--- config.mk ---
export PLATFORM = sky130hd
export DESIGN_NAME = accel_seq_flat
export DESIGN_NICKNAME = d
export VERILOG_FILES = /design/src/rtl/accel_seq_if.sv /design/src/rtl/accel_seq.sv /design/src/flat_wrapper.sv
export SDC_FILE = /design/constraint.sdc
export NUM_CORES = 1
export LEC_CHECK = 0
export CAP_MARGIN = 20
export CORE_ASPECT_RATIO = 2
export CORE_MARGIN = 10
export CORE_UTILIZATION = 55
export CTS_BUF_LIST = sky130_fd_sc_hd__clkbuf_8
export DETAILED_ROUTE_END_ITERATION = 8
export PLACE_DENSITY = 0.86
export SLEW_MARGIN = 20
export SYNTH_ARGS = -nofsm -noshare
export SYNTH_HDL_FRONTEND = slang
export SYNTH_SLANG_ARGS = --single-unit
export TNS_END_PERCENT = 10
--- constraint.sdc ---
create_clock -name clk -period 2.5 [get_ports clk]
set_input_delay 0.25 -clock clk [delete_from_list [all_inputs] [get_ports clk]]
set_output_delay 0.25 -clock clk [all_outputs]
set_load 0.02 [all_outputs]
--- src/rtl/accel_seq_if.sv ---
// SPI byte-engine handshake bundle between the accelerometer sequencer and the byte engine.
// Latency: none (wires only).
// Backpressure: the master holds req/rw/addr/wdata stable until the slave pulses ack.
//
// Ports: spi_req/spi_rw/spi_addr/spi_wdata driven by the master, spi_ack/spi_rdata by the slave.
interface accel_seq_if;
    logic       spi_req;
    logic       spi_rw;
    logic [5:0] spi_addr;
    logic [7:0] spi_wdata;
    logic       spi_ack;
    logic [7:0] spi_rdata;

    modport master (
        output spi_req, spi_rw, spi_addr, spi_wdata,
        input  spi_ack, spi_rdata
    );

    modport slave (
        input  spi_req, spi_rw, spi_addr, spi_wdata,
        output spi_ack, spi_rdata
    );
endinterface

--- src/rtl/accel_seq.sv ---
// Accelerometer sequencer: three init register writes, then periodic burst reads of X/Y(/Z).
// Latency: 4 (6 with Z) SPI read transactions + 1 PUBLISH cycle from sample tick to data_update.
// Backpressure: waits up to ACK_TIMEOUT cycles per spi_ack; ticks while busy collapse to one pending read.
//
// Ports: clk, reset (sync, active-high); spi (accel_seq_if.master) to the SPI byte engine;
//        data_x/data_y (and data_z) latest sample, data_update publish pulse, init_done level,
//        error pulse on ack timeout.
// Optional feature: define ACCEL_SEQ_Z_AXIS_EN to add data_z and extend the burst to 0x32..0x37.
module accel_seq #(
    parameter int unsigned UPDATE_DIV  = 25000,
    parameter int unsigned ACK_TIMEOUT = 1024
) (
    input  logic         clk,
    input  logic         reset,
    accel_seq_if.master  spi,
    output logic [15:0]  data_x,
    output logic [15:0]  data_y,
`ifdef ACCEL_SEQ_Z_AXIS_EN
    output logic [15:0]  data_z,
`endif
    output logic         data_update,
    output logic         init_done,
    output logic         error
);

`ifdef ACCEL_SEQ_Z_AXIS_EN
    localparam int NBYTES = 6;
`else
    localparam int NBYTES = 4;
`endif
    localparam int         TW        = $clog2(ACK_TIMEOUT + 1);
    localparam logic [5:0] READ_BASE = 6'h32;
    localparam logic [2:0] LAST_IDX  = 3'(NBYTES - 1);

    typedef enum logic [2:0] {INIT0, INIT1, INIT2, IDLE, READ, PUBLISH} state_t;

    state_t                  state;
    logic [23:0]             tick_cnt;
    logic [TW-1:0]           to_cnt;
    logic                    pending;
    logic [2:0]              byte_idx;
    // Bytes shift in from the top so that after the last ack byte 0 sits in bits [7:0].
    logic [NBYTES*8-1:0]     shadow;

    logic                    tick;
    logic                    to_expire;
    logic [5:0]              init_addr;
    logic [7:0]              init_wdata;

    assign tick      = (tick_cnt == 24'(UPDATE_DIV - 1));
    // An ack in the same cycle as the last allowed wait cycle takes priority.
    assign to_expire = spi.spi_req && !spi.spi_ack && (to_cnt == TW'(ACK_TIMEOUT - 1));

    always_comb begin
        init_addr  = 6'h2C;
        init_wdata = 8'h0A;
        case (state)
            INIT1: begin
                init_addr  = 6'h31;
                init_wdata = 8'h0B;
            end
            INIT2: begin
                init_addr  = 6'h2D;
                init_wdata = 8'h08;
            end
            default: ;
        endcase
    end

    always_ff @(posedge clk) begin
        if (reset) begin
            state         <= INIT0;
            spi.spi_req   <= 1'b0;
            spi.spi_rw    <= 1'b0;
            spi.spi_addr  <= 6'h00;
            spi.spi_wdata <= 8'h00;
            data_x        <= 16'h0000;
            data_y        <= 16'h0000;
`ifdef ACCEL_SEQ_Z_AXIS_EN
            data_z        <= 16'h0000;
`endif
            data_update   <= 1'b0;
            init_done     <= 1'b0;
            error         <= 1'b0;
            tick_cnt      <= '0;
            to_cnt        <= '0;
            pending       <= 1'b0;
            byte_idx      <= 3'd0;
            shadow        <= '0;
        end else begin
            tick_cnt    <= tick ? '0 : tick_cnt + 24'd1;
            data_update <= 1'b0;
            error       <= 1'b0;

            // Counts cycles the current request has waited; idle whenever req is low.
            if (spi.spi_req && !spi.spi_ack)
                to_cnt <= to_cnt + TW'(1);
            else
                to_cnt <= '0;

            if (tick && state != IDLE)
                pending <= 1'b1;

            case (state)
                INIT0, INIT1, INIT2: begin
                    if (!spi.spi_req) begin
                        // Entering with req low guarantees the one-cycle gap between transactions.
                        spi.spi_req   <= 1'b1;
                        spi.spi_rw    <= 1'b0;
                        spi.spi_addr  <= init_addr;
                        spi.spi_wdata <= init_wdata;
                    end else if (spi.spi_ack) begin
                        spi.spi_req   <= 1'b0;
                        spi.spi_addr  <= 6'h00;
                        spi.spi_wdata <= 8'h00;
                        case (state)
                            INIT0:   state <= INIT1;
                            INIT1:   state <= INIT2;
                            default: begin
                                state     <= IDLE;
                                init_done <= 1'b1;
                            end
                        endcase
                    end else if (to_expire) begin
                        spi.spi_req   <= 1'b0;
                        spi.spi_addr  <= 6'h00;
                        spi.spi_wdata <= 8'h00;
                        error         <= 1'b1;
                        state         <= INIT0;
                    end
                end

                IDLE: begin
                    if (tick || pending) begin
                        state    <= READ;
                        byte_idx <= 3'd0;
                        pending  <= 1'b0;
                    end
                end

                READ: begin
                    if (!spi.spi_req) begin
                        spi.spi_req   <= 1'b1;
                        spi.spi_rw    <= 1'b1;
                        spi.spi_addr  <= READ_BASE + {3'b000, byte_idx};
                        spi.spi_wdata <= 8'h00;
                    end else if (spi.spi_ack) begin
                        spi.spi_req  <= 1'b0;
                        spi.spi_rw   <= 1'b0;
                        spi.spi_addr <= 6'h00;
                        shadow       <= {spi.spi_rdata, shadow[NBYTES*8-1:8]};
                        if (byte_idx == LAST_IDX)
                            state <= PUBLISH;
                        else
                            byte_idx <= byte_idx + 3'd1;
                    end else if (to_expire) begin
                        spi.spi_req  <= 1'b0;
                        spi.spi_rw   <= 1'b0;
                        spi.spi_addr <= 6'h00;
                        error        <= 1'b1;
                        shadow       <= '0;
                        state        <= IDLE;
                    end
                end

                PUBLISH: begin
                    // Only place the sample outputs change, so all axes move together.
                    data_x      <= shadow[15:0];
                    data_y      <= shadow[31:16];
`ifdef ACCEL_SEQ_Z_AXIS_EN
                    data_z      <= shadow[47:32];
`endif
                    data_update <= 1'b1;
                    state       <= IDLE;
                end

                default: state <= INIT0;
            endcase
        end
    end

endmodule
--- src/flat_wrapper.sv ---
// flat-port wrapper written by rule: the top's interface ports become plain ports
module accel_seq_flat 
#(
    parameter int unsigned UPDATE_DIV  = 25000,
    parameter int unsigned ACK_TIMEOUT = 1024
)
  (clk, reset, data_x, data_y, data_update, init_done, error, spi_spi_req, spi_spi_rw, spi_spi_addr, spi_spi_wdata, spi_spi_ack, spi_spi_rdata);
  accel_seq_if spi_i ();
  input  logic clk;
  input  logic reset;
  output logic [15:0] data_x;
  output logic [15:0] data_y;
  output logic data_update;
  output logic init_done;
  output logic error;
  output wire logic [$bits(spi_i.spi_req)-1:0] spi_spi_req;
  output wire logic [$bits(spi_i.spi_rw)-1:0] spi_spi_rw;
  output wire logic [$bits(spi_i.spi_addr)-1:0] spi_spi_addr;
  output wire logic [$bits(spi_i.spi_wdata)-1:0] spi_spi_wdata;
  input wire logic [$bits(spi_i.spi_ack)-1:0] spi_spi_ack;
  input wire logic [$bits(spi_i.spi_rdata)-1:0] spi_spi_rdata;
  assign spi_spi_req = spi_i.spi_req;
  assign spi_spi_rw = spi_i.spi_rw;
  assign spi_spi_addr = spi_i.spi_addr;
  assign spi_spi_wdata = spi_i.spi_wdata;
  assign spi_i.spi_ack = spi_spi_ack;
  assign spi_i.spi_rdata = spi_spi_rdata;
  accel_seq #(.UPDATE_DIV(UPDATE_DIV), .ACK_TIMEOUT(ACK_TIMEOUT)) u_core (.clk(clk), .reset(reset), .spi(spi_i), .data_x(data_x), .data_y(data_y), .data_update(data_update), .init_done(init_done), .error(error));
endmodule
==> flow_summary.toml, run 1 <==
[worst_setup_path]
worstSetupEndpointType = "flop"
crit_path_start_kind = "flop"
worstPathArrival_ns = 2.50
r2r-start = "u_core.to_cnt[0]"
reg2reg_depth = 6
worstPathMaxFanout = 8
reg2reg_to = "u_core.state[1]"
critical_path_required_ns = 2.84
rrSetupSlack_ns = 0.34
path_class = "flop to flop"

[placement]
dpl.hpwl_um = 8290
pre_cts_ws_ns = 0.382
port-buffer-count = 56
gp_congestion = 0.911

[clocking]
holdBufCountCts = 0
numCtsBuffers = 17
cts_setup_buffers = 0
post_cts_resized = 0
cts_buffer_depth = 2
path_clk_slew_ns = 0.07
cts-root-buf = "clkbuf_8"
tritoncts = "done"
cts_sinks = 120
clock_latency_ns = 0.45
cts_max_level = 4

[timing]
skew_ns = 0.0106
setup_slack_ns = 0.337
setup_violations = 0
rsz0062_at_grt = "no"
fin_tns_setup_ns = 0
slew_violations = 0
hold_viol_final = 0
max_freq_mhz = 462
worst_pin_slew_ns = 0.686
finalHoldWorstSlack_ns = 0.172
post-route-min-period_ns = 2.16
finalCritPeriodShare = 0.865
relSlewSlack = 0.540

[cells_and_area]
num_antenna_cells = 0
drive_above_1_share = 0.0859
layout.nets = 643
syn_to_final_growth_pct = 21.4

[route]
postRouteAntennaNets = 0
num_vias = 4300
first_pass_iters = 8
wl_per_cell_um = 15.8
drt-initial-drc-count = 319
wl_um = 11700
routed_via_density = 5.81
drcViolationCount = 0

[floorplanning]
dieArea_sq_mm = 0.0131
die_h_um = 152
start_util = 0.560
fp.coreArea_sq_mm = 0.00859
die-width_um = 86.1
io_pins = 62
rows = 48

[global_route]
grt_pass1_vias = 4202
grt_max_degree = 47
overflow = 0
grt_pass1_wl_um = 19400
antenna_found_initial = 0
track_usage = 0.179

[logic_synthesis]
synth_top_area_cell = "dfxtp_1"
yosysMostFrequentCell = "dfxtp_1"
async_reset_ff_frac = 0
synth_top_area_share = 0.500
syn_inst = 575
yosys_register_bits = 120
ys_seq_area_frac = 0.500
synth_cell_types = 48
synth.avg_cell_area_sq_um = 8.36
synth_flop_cell = "dfxtp_1"
synth-edff-count = 0
yosysWarnings = 0
synth_area_sq_mm = 0.00481
synth_commonest_cells = "dfxtp_1, nand2_1, a21oi_1"
synth_top_cells_by_area = "dfxtp_1, nand2_1, a21oi_1"

[hold_path]
hold_class = "input port to flop"
whs_endpoint = "u_core.byte_idx[1]"
hold_path_startpoint = "reset"
min_delay_path_depth = 2

[power]
p_per_area_mw_per_mm2 = 655
p_leak_nw = 2.03
ir_worst_vdd_mv = 0.540
total_power_mw = 3.83

[run_status]
status = "finished clean"

[job]
maxCapViolCount = 0
==> cell families after synthesis <==
group	after synthesis	synth area share
and+or+nand+nor	258	0.251
DFF	120	0.500
AOI/OAI and AO/OA	106	0.130
buffers and inverters	52	0.0453
xor gates and xnor gates	30	0.0546
adders and majority gates	6	0.0151
muxes	2	0.00416
other	1	0.000780
==> flip-flops by register name, summed over array words and instances (netlist names), 3 cells and up <==
name / count
u_core.data_y: 16
u_core.byte_idx: 3
u_core.state: 3
u_core.to_cnt: 11
u_core.spi.spi_wdata: 3
u_core.spi.spi_addr: 6
u_core.shadow: 32
u_core.tick_cnt: 24
u_core.data_x: 16
==> power breakdown <==
part           switching, mW  leakage [nW]  internal [mW]
sequential            0.0171         0.969           1.93
clock                  0.799         0.191          0.913
combinational          0.109         0.865         0.0607
total                  0.926          2.03           2.90
==> metal layers <==
layer / up-vias / global-route usage / wire length [um]
met5: - / 0 / 0
met4: 0 / 0.0986 / 372
met3: 31 / 0.0546 / 645
met2: 127 / 0.329 / 6590
met1: 2060 / 0.165 / 4080
li1: 2082 / - / -
==> cell type report <==
class                           instances  area, sq um
Multi-Input combinational cell        407         2210
Tap cell                              100          125
Timing Repair Buffer                   71          668
Sequential cell                       120         2400
Fill cell                             660         2750
Inverter                               10         37.5
Clock buffer                           18          248
Clock inverter                         14          149
==> worst max path at each step <==
stage | to | start | depth (start not counted)
after floorplan | u_core.state[1] | u_core.to_cnt[0] | 6
after global placement | u_core.state[1] | u_core.tick_cnt[3] | 5
after detailed placement | u_core.state[1] | u_core.to_cnt[0] | 6
after CTS | u_core.state[1] | u_core.tick_cnt[3] | 5
after global routing | u_core.spi.spi_addr[2] | u_core.to_cnt[0] | 6
final | u_core.state[1] | u_core.to_cnt[0] | 6
==> critical path, stage by stage, from the launching register on <==
cell     delay [ns]
dfxtp_1        0.36
ha_1           0.20
nand3_1        0.25
o31ai_2        0.34
o21ai_0        0.23
or3b_1         0.42
a32o_1         0.26
==> metrics by stage <==
stage | utilization | std cells | cell area (sq um)
2_1_floorplan | - | 579 | 4820
3_3_place_gp | 0.634 | 708 | 5440
3_5_place_dp | 0.634 | 708 | 5440
4_1_cts | 0.680 | 740 | 5840
5_1_grt | 0.680 | 740 | 5840
6_report | 0.680 | 740 | 5840
==> layout by cell type (no fill, tap or decap), types with 2 or more instances in the layout <==
| cell type | netlist | final |
|---|---|---|
| dfxtp_1 | 120 | 120 |
| clkinv_4 | 0 | 3 |
| nor3_1 | 10 | 9 |
| mux2i_1 | 2 | 2 |
| nor4_1 | 8 | 8 |
| nand4b_1 | 2 | 2 |
| or3_1 | 4 | 4 |
| or2_2 | 3 | 3 |
| a22o_1 | 10 | 10 |
| xnor2_1 | 12 | 12 |
| and3_1 | 9 | 9 |
| xor2_1 | 18 | 18 |
| a21oi_1 | 72 | 72 |
| a31oi_1 | 2 | 2 |
| ha_1 | 5 | 5 |
| clkbuf_8 | 0 | 18 |
| o21ai_0 | 7 | 7 |
| a211oi_1 | 2 | 2 |
| bufinv_16 | 0 | 2 |
| inv_6 | 0 | 2 |
| nor2b_1 | 2 | 2 |
| and2_1 | 2 | 2 |
| nand4_1 | 34 | 34 |
| inv_1 | 10 | 10 |
| clkdlybuf4s50_1 | 0 | 55 |
| conb_1 | 1 | 5 |
| nand2_1 | 106 | 106 |
| a2bb2oi_1 | 2 | 2 |
| clkinv_2 | 0 | 3 |
| nand3_1 | 19 | 19 |
| clkinvlp_4 | 0 | 4 |
| nor3b_1 | 2 | 2 |
| buf_4 | 5 | 15 |
| nor2_1 | 51 | 51 |
(Power assumes the default switching activity.)
==> inputs of run 2 (changes only) <==
--- a/config.mk
+++ b/config.mk
@@ -8,10 +8,11 @@
 export CAP_MARGIN = 20
 export CORE_ASPECT_RATIO = 2
 export CORE_MARGIN = 10
-export CORE_UTILIZATION = 55
+export CORE_UTILIZATION = 41
 export CTS_BUF_LIST = sky130_fd_sc_hd__clkbuf_8
+export CTS_CLUSTER_DIAMETER = 40
 export DETAILED_ROUTE_END_ITERATION = 8
-export PLACE_DENSITY = 0.86
+export PLACE_DENSITY = 0.72
 export SLEW_MARGIN = 20
 export SYNTH_ARGS = -nofsm -noshare
 export SYNTH_HDL_FRONTEND = slang
==> constraint.sdc (replaced) <==
create_clock -name clk -period 1.8 [get_ports clk]
set_input_delay 0.18 -clock clk [delete_from_list [all_inputs] [get_ports clk]]
set_output_delay 0.18 -clock clk [all_outputs]
set_load 0.02 [all_outputs]
==> run 2 against run 1 <==
Against the previous run: clock skew grew 0.0011 ns; the run now ends with setup timing left; via count grew 2.6%; hold slack gained 0.17 ns; register-to-register slack lost 0.52 ns; die area grew 28%; sequential power grew 39%; highest routed layer unchanged; count of clock-buffer cells in the layout shrank 1.
==> flow_summary.toml, run 2 (same netlist as run 1, synthesis figures left out) <==
[power]
pwr-share-seq = 0.493
p_clk_frac = 0.454
p_per_area_mw_per_mm2 = 857
internal_power_mw = 4.16
power.share.combinational = 0.053
ir_worst_vdd_mv = 0.503
p_leak_nw = 2.29
swShare = 0.237
total_power_mw = 5.46
p_sw_mw = 1.29

[cells_and_area]
seqCellArea_sq_mm = 0.00240
nFillCells = 1039
drive_above_1_share = 0.155
layout_commonest_cell = "dfxtp_1"
instances_no_fill = 828
fin_util = 0.557
multi_input_area_sq_mm = 0.00226
top_register = "u_core.shadow"
top_regs = "u_core.shadow (32), u_core.tick_cnt (24)"
num_antenna_cells = 0
largest_register_ffs = 32
syn_to_final_growth_pct = 32.4
layout.nets = 690
final_cell_mix = "dfxtp_1, nand2_1, a21oi_1, buf_4, clkdlybuf4s50_1"

[route]
drt-initial-drc-count = 177
drcViolationCount = 0
first_pass_iters = 4
num_vias = 4412
wl_per_cell_um = 14.9
postRouteAntennaNets = 0
wl_um = 12400
routed_via_density = 5.33

[timing]
slew_violations = 0
setup_violations = 29
post-route-min-period_ns = 1.98
max_freq_mhz = 504
finalCritPeriodShare = 1.10
skew_ns = 0.0117
hold_viol_final = 0
setup_slack_ns = -0.184
rsz0062_at_grt = "yes"
fin_tns_setup_ns = -1.84

[worst_setup_path]
path_class = "flop to flop"
cpLargestDelayFamily = "simple AND/OR/NAND/NOR gates"
worstPathArrival_ns = 2.31
worstSetupEndpointType = "flop"
path_cells = "or4_1 > or3_4 > o21ai_2 > or3b_1 > a32o_1"
crit_path_start_kind = "flop"
critical_path_required_ns = 2.12
path_buf_inv = 0
worst_path_max_delay_cell = "or4_1"
crit_path_max_incr_delay_ns = 0.50
worstPathMaxFanout = 3

[global_route]
grt_pass1_vias = 4442
antenna_found_initial = 0
overflow = 0
grt_pass1_wl_um = 20200
track_usage = 0.151
grt_max_degree = 34

[floorplanning]
die-width_um = 96.6
start_util = 0.421
die_h_um = 173
dieArea_sq_mm = 0.0167
io_pins = 62
fp.coreArea_sq_mm = 0.0114
rows = 55

[run_status]
violations = "setup timing"
status = "complete, but fails checks"

[clocking]
path_clk_slew_ns = 0.08
numCtsBuffers = 17
clock_latency_ns = 0.44
cts-root-buf = "clkbuf_8"
cts_sinks = 120
cts_max_level = 4
tritoncts = "done"
cts_buffer_depth = 2

[placement]
dp.cells = 793
pre_cts_ws_ns = -0.236
gp_congestion = 0.912
port-buffer-count = 56
dpl.hpwl_um = 9190

[job]
maxCapViolCount = 0

[hold_path]
hold_class = "input port to flop"
run 2: power groups by stage:
| stage | combinational, mW | sequential, mW | clock, mW |
|---|---|---|---|
| floorplan | 0.144 | 2.77 | 0 |
| global placement | 0.268 | 2.75 | 0 |
| detailed placement | 0.275 | 2.75 | 0 |
| CTS | 0.286 | 2.69 | 2.54 |
| global route | 0.312 | 2.69 | 2.67 |
| finish | 0.287 | 2.69 | 2.48 |
run 2: metrics by stage:
step / hold slack (ns) / cell area [sq um]
after global placement: 0.430 / 5860
after floorplan: 0.358 / 4830
after detailed placement: 0.434 / 5860
after CTS: 0.316 / 6330
final: 0.342 / 6370
after global routing: 0.330 / 6370
run 2: what timing repair did:
item | 4_1_cts | 5_1_grt
hold buffers | 1 | 0
cloned | 1 | 0
setup endpoints to repair | 36 | 68
setup buffers | 0 | 2
pin swaps | 8 | 2
resized for setup | 5 | 6
endpoints found under the hold margin | 2 | 0
run 2: area by class of cell:
cell class                 instances  share of cell area
timing repair buffer             118               0.170
tap                              142              0.0279
inverter                          10             0.00590
multi-input combinational        407               0.355
sequential                       120               0.378
clock inverter                    14              0.0273
clock buffer                      17              0.0368
run 2: worst register-to-register path: stages (launching register included):
cell     delay (ns)
dfxtp_1        0.31
or4_1          0.50
or3_4          0.35
o21ai_2        0.14
or3b_1         0.35
a32o_1         0.22
run 2: per-layer routing:
| metal | track usage | up-vias | routed length, um |
|---|---|---|---|
| met5 | 0 | - | 0 |
| met4 | 0.0621 | 0 | 388 |
| met3 | 0.0486 | 27 | 534 |
| met2 | 0.289 | 99 | 7190 |
| met1 | 0.133 | 2111 | 4260 |
| li1 | - | 2175 | - |
run 2: final timing paths:
path,cells after the start,end,start,slack (ns)
hold / removal,3,u_core.shadow[27],spi_spi_rdata[3],0.34
hold reg to reg,2,u_core.shadow[7],u_core.shadow[7],0.46
setup / recovery,5,u_core.state[1],u_core.tick_cnt[19],-0.18
setup reg to reg,5,u_core.state[1],u_core.tick_cnt[19],-0.18
==> inputs of run 3 (changes only) <==
--- a/config.mk
+++ b/config.mk
@@ -7,12 +7,13 @@
 export LEC_CHECK = 0
 export CAP_MARGIN = 20
 export CORE_ASPECT_RATIO = 2
-export CORE_MARGIN = 10
+export CORE_MARGIN = 2
 export CORE_UTILIZATION = 41
 export CTS_BUF_LIST = sky130_fd_sc_hd__clkbuf_8
 export CTS_CLUSTER_DIAMETER = 40
 export DETAILED_ROUTE_END_ITERATION = 8
-export PLACE_DENSITY = 0.72
+export DONT_BUFFER_PORTS = 1
+export PLACE_DENSITY = 0.64
 export SLEW_MARGIN = 20
 export SYNTH_ARGS = -nofsm -noshare
 export SYNTH_HDL_FRONTEND = slang
==> run 3 against run 2 <==
Against the previous run: the run still ends with setup timing left; non-clock buffer count fell by 55; highest routed layer unchanged; sequential share of layout area increased by 3.2 points; clock skew down 0.0032 ns; sequential power is essentially flat.
==> flow_summary.toml, run 3 (same netlist as run 1, synthesis figures left out) <==
[timing]
finalHoldWorstSlack_ns = 0.0349
setup_slack_ns = -0.193
fin_tns_setup_ns = -0.755
relSlewSlack = 0.327
post-route-min-period_ns = 1.99
slew_violations = 0
worst_pin_slew_ns = 1.01
finalCritPeriodShare = 1.11
setup_violations = 30
rsz0062_at_grt = "yes"
hold_viol_final = 0
skew_ns = 0.00855
max_freq_mhz = 502

[job]
maxCapViolCount = 0

[worst_setup_path]
worstPathMaxFanout = 3
cp-startpoint = "u_core.tick_cnt[3]"
path_class = "flop to flop"
worstPathArrival_ns = 2.32
path_cells = "or4_1 > or3_4 > o21ai_2 > or3b_1 > a32o_1"
path_buf_inv = 0
worstSetupEndpointType = "flop"
reg2reg_to = "u_core.state[1]"
rrSetupSlack_ns = -0.19
crit_path_start_kind = "flop"
r2r-start = "u_core.tick_cnt[3]"
cpLargestDelayFamily = "simple AND/OR/NAND/NOR gates"
worst_path_max_delay_cell = "or4_1"
critical_path_required_ns = 2.13
reg2reg_depth = 5
crit_path_max_incr_delay_ns = 0.51

[route]
first_pass_iters = 5
routed_via_density = 5.32
postRouteAntennaNets = 0
wl_per_cell_um = 14.5
drcViolationCount = 0
num_vias = 4132
drt-initial-drc-count = 221
wl_um = 11300

[hold_path]
hold_class = "input port to flop"
min_delay_path_depth = 2
hold_path_startpoint = "spi_spi_ack"
whs_endpoint = "u_core.state[2]"

[run_status]
status = "complete, but fails checks"
violations = "setup timing"

[placement]
port-buffer-count = 0
dpl.hpwl_um = 7150
gp_congestion = 0.814
pre_cts_ws_ns = -0.271
placed_area_sq_mm = 0.00526
dp.cells = 731

[floorplanning]
dieArea_sq_mm = 0.0127
die-width_um = 80.6
start_util = 0.416
rows = 56
fp.coreArea_sq_mm = 0.0116
io_pins = 62
die_h_um = 157

[cells_and_area]
num_antenna_cells = 0
nFillCells = 1120
instances_no_fill = 777
top_regs = "u_core.shadow (32), u_core.tick_cnt (24)"
syn_to_final_growth_pct = 22.1
fin_util = 0.508
final_cell_mix = "dfxtp_1, nand2_1, a21oi_1, nor2_1, buf_4"
drive_above_1_share = 0.149
largest_register_ffs = 32
top_register = "u_core.shadow"
layout.nets = 635
stdcell_area_sq_mm = 0.00587
layout_commonest_cell = "dfxtp_1"

[clocking]
path_clk_slew_ns = 0.07
clock_latency_ns = 0.44
cts_sinks = 120
cts_max_level = 4
numCtsBuffers = 17
cts-root-buf = "clkbuf_8"
cts_buffer_depth = 2
tritoncts = "done"

[global_route]
grt_pass1_wl_um = 18500
grt_max_degree = 75
track_usage = 0.188
grt_pass1_vias = 3886
overflow = 0
antenna_found_initial = 0

[power]
p_leak_nw = 2.14
ir_worst_vdd_mv = 0.595
p_per_area_mw_per_mm2 = 941
total_power_mw = 5.52
==> run 3: cell count changes in the layout (fill, tap and decap cells not counted), sizes merged, moves of 4 or more <==
cell / change
buf: -9
clkdlybuf4s50: -54
clkinvlp: -4
dlygate4sd3: +10
==> run 3: worst reg2reg max path, stage by stage (launching register included) <==
cell and delay [ns]:
dfxtp_2 0.32, or4_1 0.51, or3_4 0.36, o21ai_2 0.14
or3b_1 0.35, a32o_1 0.22
==> run 3: metal layers <==
layer,part of all wire,vias up,GRT usage
li1,-,2068,-
met1,0.40,1927,0.219
met2,0.51,115,0.312
met3,0.060,22,0.0556
met4,0.025,0,0.0888
met5,0,-,0
==> run 3: worst max path at each step <==
stage	to	slack [ns]	cells after the start
after floorplan	u_core.state[1]	-0.22	5
after global placement	u_core.state[1]	-0.26	5
after detailed placement	u_core.state[1]	-0.27	5
after CTS	u_core.state[1]	-0.22	5
after global routing	u_core.state[1]	-0.24	5
final	u_core.state[1]	-0.19	5
==> run 3: area by class of cell <==
class / count / area [sq um] / share of cell area
sequential: 120 / 2410 / 0.410
multi-input combinational: 407 / 2250 / 0.383
timing repair buffer: 63 / 571 / 0.0972
clock buffer: 19 / 262 / 0.0446
tap: 145 / 181 / 0.0309
clock inverter: 13 / 163 / 0.0277
inverter: 10 / 37.5 / 0.00640
==> run 3: repair_timing <==
item,CTS,global route
pin swaps,10,2
resized for setup,3,4
endpoints found under the setup margin,30,58
hold endpoints to repair,75,1
gates cloned,0,0
buffers inserted,1,1
hold buffers,11,1
==> run 3: power breakdown <==
part,switching (mW),internal (mW)
logic,0.140,0.0833
clock network,1.04,1.55
registers,0.0318,2.68
